### src/rtl/pipe_stage_reg.sv
// Pipeline stage register with valid/ready handshake, optional 2-entry skid buffer,
// synchronous flush and saturating stall/flush performance counters.
module pipe_stage_reg #(
    parameter int WIDTH = 64,
    parameter int SKID  = 1,
    parameter int CNT_W = 16
) (
    input  logic             clk,
    input  logic             rst,
    input  logic             in_valid,
    output logic             in_ready,
    input  logic [WIDTH-1:0] in_data,
    output logic             out_valid,
    input  logic             out_ready,
    output logic [WIDTH-1:0] out_data,
    input  logic             flush,
    output logic [1:0]       occ,
    output logic [CNT_W-1:0] stall_cnt,
    output logic [CNT_W-1:0] flush_cnt
);

    logic             m_valid, s_valid;
    logic [WIDTH-1:0] m_data, s_data;
    logic             m_valid_nxt, s_valid_nxt;
    logic [WIDTH-1:0] m_data_nxt, s_data_nxt;
    logic             push, pop;
    logic             stall_evt, flush_evt;

    // Skid mode: in_ready comes straight from the skid valid flop, breaking the
    // combinational ready path from downstream.
    assign in_ready  = (SKID != 0) ? ~s_valid : (~m_valid | out_ready);
    assign out_valid = m_valid;
    assign out_data  = m_data;
    assign occ       = {1'b0, m_valid} + {1'b0, s_valid};

    assign push      = in_valid & in_ready;
    assign pop       = m_valid & out_ready;
    assign stall_evt = m_valid & ~out_ready;
    assign flush_evt = flush & (m_valid | s_valid);

    always_comb begin
        m_valid_nxt = m_valid;
        m_data_nxt  = m_data;
        s_valid_nxt = s_valid;
        s_data_nxt  = s_data;
        if (flush) begin
            m_valid_nxt = 1'b0;
            m_data_nxt  = '0;
            s_valid_nxt = 1'b0;
            s_data_nxt  = '0;
        end else if (SKID != 0) begin
            if (pop) begin
                if (s_valid) begin
                    m_data_nxt  = s_data;
                    s_valid_nxt = 1'b0;
                end else if (push) begin
                    m_data_nxt = in_data;
                end else begin
                    m_valid_nxt = 1'b0;
                end
            end else if (push) begin
                if (!m_valid) begin
                    m_valid_nxt = 1'b1;
                    m_data_nxt  = in_data;
                end else begin
                    s_valid_nxt = 1'b1;
                    s_data_nxt  = in_data;
                end
            end
        end else begin
            s_valid_nxt = 1'b0;
            s_data_nxt  = '0;
            if (push) begin
                m_valid_nxt = 1'b1;
                m_data_nxt  = in_data;
            end else if (pop) begin
                m_valid_nxt = 1'b0;
            end
        end
    end

    always_ff @(posedge clk or posedge rst) begin
        if (rst) begin
            m_valid <= 1'b0;
            m_data  <= '0;
            s_valid <= 1'b0;
            s_data  <= '0;
        end else begin
            m_valid <= m_valid_nxt;
            m_data  <= m_data_nxt;
            s_valid <= s_valid_nxt;
            s_data  <= s_data_nxt;
        end
    end

    // Counters saturate at all-ones and are cleared only by reset.
    always_ff @(posedge clk or posedge rst) begin
        if (rst) begin
            stall_cnt <= '0;
            flush_cnt <= '0;
        end else begin
            if (stall_evt && (stall_cnt != '1))
                stall_cnt <= stall_cnt + CNT_W'(1);
            if (flush_evt && (flush_cnt != '1))
                flush_cnt <= flush_cnt + CNT_W'(1);
        end
    end

endmodule

### config.mk
export PLATFORM = sky130hd
export DESIGN_NAME = pipe_stage_reg
export DESIGN_NICKNAME = d
export VERILOG_FILES = /design/src/rtl/pipe_stage_reg.sv
export SDC_FILE = /design/constraint.sdc
export NUM_CORES = 1
export LEC_CHECK = 0
export CORE_ASPECT_RATIO = 2
export CORE_UTILIZATION = 50
export CTS_BUF_LIST = sky130_fd_sc_hd__clkbuf_2
export DETAILED_ROUTE_END_ITERATION = 7
export PLACE_DENSITY = 0.77
export SLEW_MARGIN = 30
export SYNTH_ARGS = -nofsm -noshare
export SYNTH_HDL_FRONTEND = slang
export SYNTH_SLANG_ARGS = --single-unit
### constraint.sdc
create_clock -name clk -period 11.08 [get_ports clk]
set_input_delay 2.216 -clock clk [delete_from_list [all_inputs] [get_ports clk]]
set_output_delay 2.216 -clock clk [all_outputs]
set_load 0.01 [all_outputs]
# Yosys cells after proc, flatten, opt, wreduce, memory -nomap -nowiden
# Index checks and enable logic that the tools add are counted.
dict set report totals {
  ff_bits 162
  inputBits 69
  out_inout_bits 100
  elab_cells 52
}
dict set report classes {
  addsub 3
  eq_ne 6
  n_mux 19
  n_bitwise 7
  n_reduce_logical 11
}
# op count
set ops {}
lappend ops {{$mux 64} 10}
lappend ops {{$add 16x1->16 const B} 2}
lappend ops {{$ne 16x16->1 const B} 2}
lappend ops {{$mux 1} 9}
lappend ops {{$reduce_and 3->1} 3}
lappend ops {{$reduce_bool 3->1} 3}
lappend ops {{$ne 3x3->1 const B} 2}
lappend ops {{$and 1x1->1} 4}
lappend ops {{$reduce_bool 2->1} 2}
lappend ops {{$ne 3x2->1 const B} 1}
lappend ops {{$add 1x1->2} 1}
lappend ops {{$logic_and 1x1->1} 2}
lappend ops {{$ne 2x2->1 const B} 1}
lappend ops {{$not 1->1} 2}
lappend ops {{$reduce_and 2->1} 1}
lappend ops {{$or 1x1->1} 1}

# Longest topological paths before layout
# Gate-level depths: netlist (run 1).
dict set report logic_depth {
  ltp_word 6
  depth_mapped 6
  mapped_depth_nobuf 6
}

# Worst setup path after synthesis (run 1)
# No wires, ideal clock.
dict set report synth_timing {
  path_type {input-to-reg}
  from {input port flush}
  to {register flush_cnt[13]}
  setup_ps 127
  arrival_ps 3215
  required_ps 10953
  slack_ps 7738
  path_stages 5
  n_path_buf 1
  cell_sequence {clkbuf_1 > nand2b_1 > nor4_1 > nand4_1 > xnor2_1}
}
dict set report synth_via {
  elab_chain_cells 2
}
# item line_no
set synth_lines {}
lappend synth_lines {{start, declared} 16} ;# input logic flush,
lappend synth_lines {{$and 1x1->1} 39} ;# assign flush_evt = flush & (m_valid | s_valid);
lappend synth_lines {{$logic_and 1x1->1} 104} ;# if (flush_evt && (flush_cnt != '1))
lappend synth_lines {{end signal, assigned} 105} ;# flush_cnt <= flush_cnt + CNT_W'(1);
lappend synth_lines {{end, declared} 19} ;# output logic [CNT_W-1:0] flush_cnt
# Every way passes these cells.
# A chain may end at the register's enable or synchronous reset.

# Worst setup path after layout (run 1)
dict set report layout_timing {
  from {register m_valid (netlist: out_valid)}
  to {output port occ[0]}
}
dict set report layout_via {
  elab_chain_cells 1
}
# item line_no
set layout_lines {}
lappend layout_lines {{start, declared} 22} ;# logic m_valid, s_valid;
lappend layout_lines {{start signal, assigned} 89} ;# m_valid <= m_valid_nxt;
lappend layout_lines {{$add 1x1->2} 34} ;# assign occ = {1'b0, m_valid} + {1'b0, s_valid};
lappend layout_lines {{end, declared} 17} ;# output logic [1:0] occ,
# Every way passes these cells.

==> impl_metrics.toml, run 1 <==
[synthesis]
synth_seq_cells = 162
avgSynthCellArea_um2 = 10.1
synth_edf_count = 0
synthTopCellsByCount = "162 x dfrtp_1, 140 x nand2_1, 69 x a21oi_1"
yosysMostFrequentCell = "dfrtp_1"
ys.flop_type = "dfrtp_1"
ys_async_sr_fraction_pct = 100
yosysUniqueCellTypes = 37
ys.warnings.count = 0
synthCells = 719
synth_nets = 792
synth_top_area_share_pct = 55.6
yosysTopAreaCell = "dfrtp_1"
synth_seq_area_share_pct = 55.6
synth_area_um2 = 7290
synth_area_leaders = "dfrtp_1 56%, mux2i_1 8.8%, nand2_1 7.2%"

[sta]
setup_viol = 0
timing.final.crit_share_pct = 40.4
fmax_mhz = 223
slew_headroom_pct = 46.3
tightest_slew_ps = 806
fin_tns_setup_ps = 0
fin_crit_ps = 4480
rsz0062_at_grt = "no"
slew_violations = 0
final_hold_viol_count = 0
finClkSkew_ps = 42.9

[grt]
gr-usage-all-layers_pct = 25.1
grt_pass1_vias = 5942
grt_pass1_wl_um = 29400
grt_antenna_before_repair = 4
grt_overflow_total = 0
grt_max_degree = 90

[floorplan]
die_w_um = 87.4
row_count = 62
ios = 169
core-area_um2 = 14300
initial_core_util_pct = 51.1
fp.dieArea_um2 = 15100
die_h_um = 173

[place]
gp_congestion = 0.902
portBuffers = 168
dpl.hpwl_um = 12300
place_inst = 1033

[cts]
cts_buffer_depth = 2
cts_tree = "done"
clk_latency_ps = 690
cts_resized = 0
h-tree-depth = 4
clkTransAtPathRegs_ps = 260
numClockSinks = 162
postCtsSetupBuffers = 0
cts_made_buffers = 17
hold_buffers = 0
cts-root-buf = "clkbuf_2"

[power_and_ir_drop]
power_density_nw_per_um2 = 134
p_clk_share_pct = 25.3
ir_drop_mv = 0.129
p_seq_share_pct = 54.3
power_switching_w = 0.000380
p_comb_share_pct = 20.4
p_leak_nw = 4.30
p_int_w = 0.000875
switching_share_pct = 30.3

[status]
outcome = "completed"

[drt]
final_antenna_net_count = 0
first_iter_violations = 401
detail_route.vias_per_cell = 5.56
wl_um = 18100
dr_total_vias = 5943
dr.pass1.iters = 5
drc = 0
wl_per_cell_um = 16.9

[setup_path]
start_kind = "flop"
crit_type = "flop to output port"
worstPathMaxFanout = 10
worst_ep_arrival_time_ps = 2260
end_kind = "output port"
critPathRequiredTime_ps = 8860

[final_layout]
final_nets = 933
syn2layout_area_growth_pct = 28.3
utilization_pct = 65.5
stdcell_count = 1068
fillCellCount = 1219
final_layout_size_suffix_gt1_share_pct = 5.50

[worst_hold_path]
holdCritPathClass = "flop to flop"

[job]
max-cap-violations = 0
## power groups by stage
stage | Combinational (W) | Sequential (W) | Clock (W)
floorplan | 0.000101 | 0.000700 | 0
global placement | 0.000248 | 0.000689 | 0
detailed placement | 0.000259 | 0.000691 | 0
CTS | 0.000260 | 0.000681 | 0.000328
global route | 0.000280 | 0.000688 | 0.000353
finish | 0.000256 | 0.000681 | 0.000317
## final timing paths
kind | startpoint | to | slack [ps] | cells past startpoint
worst max register to register | out_valid$_DFFE_PP0P_ | out_data[53]$_DFFE_PP0P_ | 8450 | 5
max in group asynchronous | rst | out_data[46]$_DFFE_PP0P_ | 7880 | 3
worst min register to register | flush_cnt[14]$_DFFE_PP0P_ | flush_cnt[14]$_DFFE_PP0P_ | 530 | 1
worst min-delay path | flush_cnt[14]$_DFFE_PP0P_ | flush_cnt[14]$_DFFE_PP0P_ | 530 | 1
worst max-delay path | out_valid$_DFFE_PP0P_ | occ[0] | 6600 | 3
min in group asynchronous | rst | s_data[2]$_DFFE_PP0P_ | 1990 | 2
## metal layers
metal  GRT usage [%]  up-vias  share of wire (%)
li1                -     2791                  -
met1            29.0     2913                 37
met2            43.5      191                 54
met3            4.68       48                5.3
met4            12.6        0                3.8
met5               0        -                  0
## critical path, cell delays in order, from the launching register on
cell and delay (ps):
dfrtp_1 610, inv_1 110, ha_1 300, clkdlybuf4s50_1 540
## sequential cells by signal, indices dropped and copies added, names as in the netlist
signal     cells
s_valid        1
stall_cnt     16
s_data        64
out_valid      1
out_data      64
flush_cnt     16
## cells by family after synthesis
group                      after synthesis  share of synthesized area [%]
adders and majority gates                4                          0.686
xor gates and xnor gates                27                           3.24
AOI/OAI and AO/OA                      139                           12.0
muxes                                   66                           9.09
DFF                                    162                           55.6
and+or+nand+nor                        265                           16.1
buffers and inverters                   56                           3.28
## metrics by stage
step / hold WS [ps] / area (um2) / worst slack, ps / total power [W]
3_5_place_dp: 508 / 9100 / 6190 / 0.000950
3_3_place_gp: 478 / 9070 / 5930 / 0.000937
4_1_cts: 533 / 9350 / 6540 / 0.00127
2_1_floorplan: 501 / 7290 / 4490 / 0.000801
6_report: 531 / 9360 / 6600 / 0.00125
5_1_grt: 554 / 9360 / 6450 / 0.00132
## cell usage in the layout, fill, tap and decap left out, drive strengths merged, types with 2 or more instances in the layout
master / Yosys / layout
clkinv: 0 / 4
nor3b: 2 / 2
diode: 0 / 4
dfrtp: 162 / 162
nor3: 7 / 7
nand4: 16 / 16
nor4: 3 / 3
xnor2: 17 / 17
a21oi: 69 / 69
inv: 3 / 7
bufinv: 0 / 2
nand3: 9 / 9
mux2: 2 / 2
mux2i: 64 / 64
clkbuf: 25 / 17
a211oi: 65 / 65
and3: 4 / 4
and4: 6 / 6
xor2: 10 / 10
clkdlybuf4s50: 0 / 167
a31oi: 3 / 3
ha: 4 / 4
clkinvlp: 0 / 4
buf: 28 / 8
nor2: 68 / 68
nand2: 140 / 140
nand2b: 3 / 3
## layout make-up
class / instances / area [um2] / share of cell area [%]
Clock buffer: 17 / 85.1 / 0.909
Inverter: 3 / 16.3 / 0.174
Sequential cell: 162 / 4050 / 43.3
Tap cell: 192 / 240 / 2.57
Timing Repair Buffer: 175 / 1760 / 18.8
Antenna cell: 4 / 10.0 / 0.107
Clock inverter: 14 / 156 / 1.67
Multi-Input combinational cell: 501 / 3030 / 32.4
Power figures use the tool's default switching activity.
==> run 2: changes to the inputs <==
- CORE_UTILIZATION: 50 -> 47
- PLACE_DENSITY: 0.77 -> 0.76
- clock period: 11.08 -> 3.6 ns (I/O delays scaled with it)
==> impl_metrics.toml, run 2 (synthesized netlist as in run 1, its figures left out) <==
[worst_hold_path]
holdCritPathClass = "primary input to async pin"

[status]
outcome = "completed"

[sta]
finClkSkew_ps = 56.2
fin_tns_setup_ps = 0
fmax_mhz = 338
timing.final.crit_share_pct = 82.2
slew_headroom_pct = 37.3
final_hold_viol_count = 0
slew_violations = 0
tightest_slew_ps = 941
setup_viol = 0
rsz0062_at_grt = "no"
whs_ps = 321
fin_crit_ps = 2960

[floorplan]
core-area_um2 = 15200
fp.dieArea_um2 = 16100
initial_core_util_pct = 47.9
ios = 169
row_count = 64
die_w_um = 90.1
die_h_um = 178

[place]
gp_congestion = 0.811
place_inst = 1044
portBuffers = 168
dpl.hpwl_um = 12300

[setup_path]
ff2ff_path_depth = 6
critPathRequiredTime_ps = 2880
r2r_start = "out_valid$_DFFE_PP0P_"
end_kind = "output port"
worst_r2r_endpoint = "flush_cnt[15]$_DFFE_PP0P_"
worstPathMaxFanout = 10
start_kind = "flop"
worst_ep_arrival_time_ps = 2240
reg2reg_slack_ps = 1360
crit_type = "flop to output port"

[grt]
grt_max_degree = 92
gr-usage-all-layers_pct = 23.3
grt_antenna_before_repair = 3
grt_overflow_total = 0
grt_pass1_vias = 5802
grt_pass1_wl_um = 29200

[cts]
cts_buffer_depth = 2
cts-root-buf = "clkbuf_2"
hold_buffers = 0
numClockSinks = 162
clkTransAtPathRegs_ps = 280
cts_tree = "done"
h-tree-depth = 4
postCtsSetupBuffers = 0
cts_resized = 0
clk_latency_ps = 720
cts_made_buffers = 17

[drt]
detail_route.vias_per_cell = 5.41
wl_um = 18000
final_antenna_net_count = 0
dr_total_vias = 5840
drc = 0
dr.pass1.iters = 4
first_iter_violations = 321
wl_per_cell_um = 16.7

[power_and_ir_drop]
ir_drop_mv = 0.303
power_density_nw_per_um2 = 409
power_w = 0.00389
p_leak_nw = 4.36

[job]
max-cap-violations = 0

[final_layout]
stdcell_count = 1080
multiInputGateArea_um2 = 3030
mostFrequentLayoutCells = "167 x clkdlybuf4s50_1, 162 x dfrtp_1, 140 x nand2_1"
seqCellArea_um2 = 4050
final_layout_size_suffix_gt1_share_pct = 6.14
syn2layout_area_growth_pct = 30.2
final_common_cell = "clkdlybuf4s50_1"
final_nets = 939
fillCellCount = 1302
run 2: changes by cell type in the layout (fill, tap and decap cells not counted):
cell	delta
buf_12	+8
buf_6	-2
clkinv_1	+1
diode_2	-1
inv_6	+2
inv_8	-2
run 2: layout make-up:
class / instances / share of cell area [%]
Sequential cell: 162 / 42.7
Multi-Input combinational cell: 501 / 31.9
Timing Repair Buffer: 181 / 20.0
Tap cell: 198 / 2.61
Clock inverter: 15 / 1.65
Clock buffer: 17 / 0.896
Inverter: 3 / 0.158
Antenna cell: 3 / 0.0791
run 2: per-stage QoR:
stage	instance area [um2]	setup WS [ps]	utilization (%)
detailed placement	9220	735	60.6
floorplan	7300	823	-
global placement	9220	802	60.6
finish	9500	641	62.4
global route	9500	467	62.4
CTS	9460	572	62.2
run 2: worst max path at each step:
stage | endpoint | cells past startpoint | slack (ps) | start
after floorplan | flush_cnt[0]$_DFFE_PP0P_ | 1 | 820 | rst
final | occ[0] | 3 | 640 | out_valid$_DFFE_PP0P_
after global placement | s_data[1]$_DFFE_PP0P_ | 6 | 800 | out_ready
after detailed placement | s_data[10]$_DFFE_PP0P_ | 6 | 740 | out_ready
after global routing | occ[0] | 3 | 470 | out_valid$_DFFE_PP0P_
after CTS | occ[0] | 3 | 570 | out_valid$_DFFE_PP0P_
run 2: worst max-delay path: stages, from the launching register on:
cell,delay [ps]
dfrtp_1,610
inv_1,110
ha_1,290
clkdlybuf4s50_1,540
run 2: layer usage:
metal	track usage, %	vias to the layer above	wire length (um)
li1	-	2806	-
met2	41.6	148	9750
met3	4.73	39	598
met5	0	-	0
met1	26.0	2847	6910
met4	12.4	0	745
run 2: report_power, final:
group / internal, W / switching (W)
combinational: 0.000421 / 0.000377
sequential: 0.00196 / 0.000135
clock: 0.000325 / 0.000671
